**src/rtl/regfile_scoreboard_pkg.sv**
```systemverilog
// regfile_scoreboard_pkg: GPR constants shared by ID, WB and the register file
package regfile_scoreboard_pkg;
  localparam int GPR_ADDR_W = 5;
  localparam int NUM_GPR = 32;
  localparam logic [GPR_ADDR_W-1:0] GPR_ZERO = 5'd0;
  typedef logic [GPR_ADDR_W-1:0] gpr_addr_t;
  function automatic logic is_gpr_write(input logic en, input gpr_addr_t a);
    return en && a != GPR_ZERO;
  endfunction
endpackage

```
**src/rtl/regfile_scoreboard_counter.sv**
```systemverilog
// sb_counter: saturating pending-write counter for one GPR
module sb_counter #(
  parameter int CNT_W = 2
) (
  input  logic             clk,
  input  logic             reset,
  input  logic             inc,
  input  logic             dec,
  output logic [CNT_W-1:0] cnt,
  output logic             ovf,
  output logic             unf
);
  localparam logic [CNT_W-1:0] CNT_MAX = '1;
  // flag the increments/decrements the counter has to refuse
  always_comb begin
    ovf = inc && !dec && cnt == CNT_MAX;
    unf = dec && !inc && cnt == '0;
  end
  // simultaneous inc and dec cancel; refused steps hold the count
  always_ff @(posedge clk)
    cnt <= reset ? '0 :
           (inc && !dec && !ovf) ? cnt + 1'b1 :
           (dec && !inc && !unf) ? cnt - 1'b1 : cnt;
endmodule

```
**src/rtl/regfile_scoreboard.sv**
```systemverilog
// regfile_scoreboard: 2R1W GPR file with WB bypass and pending-write hazard scoreboard
module regfile_scoreboard
  import regfile_scoreboard_pkg::*;
#(
  parameter int DATA_W = 32,
  parameter int CNT_W = 2
) (
  input  logic                  clk,
  input  logic                  reset,
  input  logic                  re1,
  input  logic                  re2,
  input  logic [GPR_ADDR_W-1:0] raddr1,
  input  logic [GPR_ADDR_W-1:0] raddr2,
  output logic [DATA_W-1:0]     rdata1,
  output logic [DATA_W-1:0]     rdata2,
  output logic                  hazard,
  input  logic                  issue_valid,
  input  logic                  issue_we,
  input  logic [GPR_ADDR_W-1:0] issue_dest,
  input  logic                  rf_we,
  input  logic [GPR_ADDR_W-1:0] rf_waddr,
  input  logic [DATA_W-1:0]     rf_wdata,
  output logic                  sb_overflow,
  output logic                  sb_underflow
);
  logic [DATA_W-1:0] regs [1:NUM_GPR-1];
  logic [CNT_W-1:0] cnt [1:NUM_GPR-1];
  logic [NUM_GPR-1:0] inc, dec;
  logic [NUM_GPR-1:1] ovf, unf;
  logic [CNT_W-1:0] pend1, pend2;
  // per-register issue/retire strobes; r0 never tracked
  always_comb begin
    inc = '0;
    dec = '0;
    for (int r = 1; r < NUM_GPR; r++) begin
      inc[r] = issue_valid && issue_we && issue_dest == gpr_addr_t'(r);
      dec[r] = is_gpr_write(rf_we, rf_waddr) && rf_waddr == gpr_addr_t'(r);
    end
  end
  for (genvar g = 1; g < NUM_GPR; g++) begin : g_sb
    sb_counter #(.CNT_W(CNT_W)) u_cnt (
      .clk(clk),
      .reset(reset),
      .inc(inc[g]),
      .dec(dec[g]),
      .cnt(cnt[g]),
      .ovf(ovf[g]),
      .unf(unf[g])
    );
  end
  // register array write; r0 writes dropped
  always_ff @(posedge clk)
    if (reset) for (int r = 1; r < NUM_GPR; r++) regs[r] <= '0;
    else if (is_gpr_write(rf_we, rf_waddr)) regs[rf_waddr] <= rf_wdata;
  // reads with WB write-through; a retiring write discounts its own pending entry
  always_comb begin
    rdata1 = raddr1 == GPR_ZERO ? '0 : (rf_we && rf_waddr == raddr1) ? rf_wdata : regs[raddr1];
    rdata2 = raddr2 == GPR_ZERO ? '0 : (rf_we && rf_waddr == raddr2) ? rf_wdata : regs[raddr2];
    pend1 = (raddr1 == GPR_ZERO ? '0 : cnt[raddr1]) - CNT_W'(dec[raddr1]);
    pend2 = (raddr2 == GPR_ZERO ? '0 : cnt[raddr2]) - CNT_W'(dec[raddr2]);
    hazard = (re1 && raddr1 != GPR_ZERO && pend1 != '0) ||
             (re2 && raddr2 != GPR_ZERO && pend2 != '0);
  end
  // sticky error flags, cleared only by reset
  always_ff @(posedge clk) begin
    sb_overflow <= reset ? 1'b0 : sb_overflow | (|ovf);
    sb_underflow <= reset ? 1'b0 : sb_underflow | (|unf);
  end
endmodule
```
**config.mk**
```make
export PLATFORM = sky130hd
export DESIGN_NAME = regfile_scoreboard
export DESIGN_NICKNAME = d
export VERILOG_FILES = /design/src/rtl/regfile_scoreboard_pkg.sv /design/src/rtl/regfile_scoreboard_counter.sv /design/src/rtl/regfile_scoreboard.sv
export SDC_FILE = /design/constraint.sdc
export NUM_CORES = 2
export LEC_CHECK = 0
export CORE_MARGIN = 4
export CORE_UTILIZATION = 50
export DETAILED_ROUTE_END_ITERATION = 10
export MAX_ROUTING_LAYER = met4
export PLACE_DENSITY = 0.66
export SKIP_CTS_REPAIR_TIMING = 1
export SLEW_MARGIN = 10
export SYNTH_ARGS = -nofsm -noshare
export SYNTH_HDL_FRONTEND = slang
export SYNTH_SLANG_ARGS = --single-unit
```
**constraint.sdc**
```tcl
create_clock -name clk -period 6.21 [get_ports clk]
set_input_delay 0.9315 -clock clk [delete_from_list [all_inputs] [get_ports clk]]
set_output_delay 0.9315 -clock clk [all_outputs]
set_load 0.05 [all_outputs]
```
==> results.cfg <==
[yosys]
ys_ff_latch = 1088
ys_warn_count = 0
syn_inst = 4100
syn_avg_cell_area_sq_um = 14.8
ys_seq_area_share_pct = 52.9
yosysTopAreaCellShare_pct = 50.8
netlist_area_sq_mm = 0.0605
synth_top_area_cell = edfxtp_1
synth-edff-count = 1024
yosysUniqueCellTypes = 71
synthFlopType = edfxtp_1
synth.area.top_cells = edfxtp_1, mux4_2, and2_1
async_flop_share_pct = 0

[detailed_routing]
top_layer_used = met4
drc = 0
wl_per_cell_microns = 34.3
viasPerCell = 6.72
wl_met2_microns = 93700
vias = 39046
drt_iter0_drc = 5919
wl_met3_microns = 23600
ant_nets = 0
routed_wirelength_microns = 199000
drt_first_pass_iters = 6
drt-met1-wl_microns = 73000

[cts]
cts_sinks = 1088
clockBufferDepth = 3
cts_max_level = 3
cts_tree = yes
cts_buffers = 116
cts_root_buffer = clkbuf_16
clk_latency_ps = 720
clk_transition_reported_paths_ps = 60

[die]
initial_core_util_pct = 50.4
row_count = 127
ios = 126
die_x_microns = 356
fp.dieH_microns = 356
core_area_sq_mm = 0.120
die_area_sq_mm = 0.127

[global_routing]
overflow = 0
antenna_found_initial = 19
grt_util_all_layers_pct = 32.5
grt_pass1_wl_microns = 284000
grt_max_degree = 116
grt_pass1_vias = 38505

[min_path]
hp-class = reg2reg
hold_depth = 2

[placed_design]
port_buffers = 125
place.gp.congestion = 0.910
hpwl_microns = 119000

[finish]
layout_common_cells = edfxtp_1, and2_1, mux4_2
syn2layout_area_growth_pct = 11.6
drive_gt1_share_pct = 25.9
n_fill_cell = 9482
final_common_cell = edfxtp_1
final_util_pct = 56.2
nNetsFinal = 4145

[pwr]
p_switching_mw = 4.69
p_comb_share_pct = 14.3
irDropWorstVdd_uv = 214
p_leak_nw = 22.8
internal_power_mw = 13.6
p_clk_share_pct = 38.5
power.switching_fraction_pct = 25.7
powerDensity_mw_per_mm2 = 270
power_frac_seq_pct = 47.1

[outcome]
status = finished, final reports clean

[timing]
fin_crit_sh_pct = 89.1
finalSetupViolations = 0
slew_viol_final = 0
worst_pin_slew_ps = 1350
maxSlewHeadroom_pct = 9.73
hold_viol = 0
rsz0062_at_grt = no
finalClockSkew_ps = 10.7
fin_crit_ps = 5530
fmax_mhz = 181
finalSetupTns_ps = 0

[setup_path]
cp.buffers_inverters = 3
ff2ff_path_depth = 4
cp.required_ps = 5280
crit_slowest_cell = clkdlybuf4s50_1
worstSetupPathType = in2out
endpoint_kind = output pin
r2r_slack_ps = 4570
cp.depth = 7
arrival_ps = 4600
path_delay_family = buffers and inverters
slowest_delay_ps = 880
cpMostUsedCell = clkdlybuf4s50_1
worst_setup_path_start_kind = input port
cp_max_fo = 40
cp_cell_sequence = clkdlybuf4s50_1 -> xor2_1 -> nor4_1 -> nand3_4 -> buf_12 -> a211oi_1 -> clkdlybuf4s50_1

[job]
maxCapViolCount = 0
-- tightest hold or removal path: stages, from the launching register on --
cell,delay [ps]
dfxtp_1,370
nand2_1,80
a21oi_1,50
-- cells in the mapped netlist (4+ instances only) --
library cell and instances:
a2111oi_0 6, a211oi_1 80, a21o_1 27, a21oi_1 71
a31oi_1 21, and2_1 994, and3_1 14, buf_1 17
buf_2 107, buf_4 28, buf_6 6, clkbuf_1 283
dfxtp_1 64, edfxtp_1 1024, inv_1 13, mux2i_1 92
mux4_2 655, nand2_1 109, nand2b_1 39, nand3_1 65
nand3b_1 17, nand4_1 10, nor2_1 130, nor2b_1 17
nor3_1 33, nor3b_1 4, nor4_1 8, o21a_1 5
o21ai_0 70, o311ai_0 5, o311ai_1 5, or2_2 6
or3_1 5, xnor2_1 4, xor2_1 8
-- path summary, 6_finish.rpt --
check | startpoint | endpoint
setup / recovery | rf_waddr[0] | rdata2[15]
hold / removal | g_sb[22].u_cnt.cnt[1] | g_sb[22].u_cnt.cnt[1]
setup reg to reg | g_sb[4].u_cnt.cnt[0] | sb_underflow
hold reg to reg | g_sb[22].u_cnt.cnt[1] | g_sb[22].u_cnt.cnt[1]
-- final cells by class --
cell class	count	area (sq um)	area share (%)
inverter	13	48.8	0.0722
clock inverter	75	727	1.08
timing repair buffer	279	2720	4.03
sequential	1088	32000	47.4
tap	1612	2020	2.99
multi-input combinational	2588	26900	39.9
antenna	14	35.0	0.0519
clock buffer	138	3050	4.51
-- power by group through the flow --
stage | clock, mW | combinational [mW] | sequential, mW
after floorplan | 0 | 1.72 | 8.68
after global placement | 0 | 2.59 | 8.72
after detailed placement | 0 | 2.60 | 8.75
after CTS | 7.08 | 2.61 | 8.60
after global routing | 7.39 | 2.70 | 8.65
final | 7.04 | 2.62 | 8.61
-- metrics by stage --
stage               hold WS [ps]  std cells  power, mW  cell area (sq um)  setup WS, ps
global placement             520       5580       11.3              63800           789
floorplan                    482       4131       10.4              60600          1770
detailed placement           530       5580       11.4              63800           733
finish                       544       5807       18.3              67600           677
CTS                          539       5793       18.3              67500           739
global route                 568       5800       18.7              67500           420
-- logic make-up after synthesis --
| family | synth area share (%) |
|---|---|
| AND/OR/NAND/NOR | 14.2 |
| buffers and inverters | 3.29 |
| multiplexers | 26.0 |
| XOR/XNOR | 0.174 |
| AO/OA/AOI/OAI | 3.45 |
| other | 0.00620 |
| flip-flops | 52.9 |
-- registers in the layout, summed over array words and instances, names as in the netlist --
signal and cells:
g_sb.u_cnt.cnt 62, regs 1024, sb_overflow 1, sb_underflow 1
-- per-layer routing --
layer,up-vias,GRT usage [%]
met3,460,7.21
met2,2661,49.5
li1,15821,-
met4,0,12.4
met1,20104,43.1
met5,-,-
No activity file was read; power rests on OpenSTA's default activity.
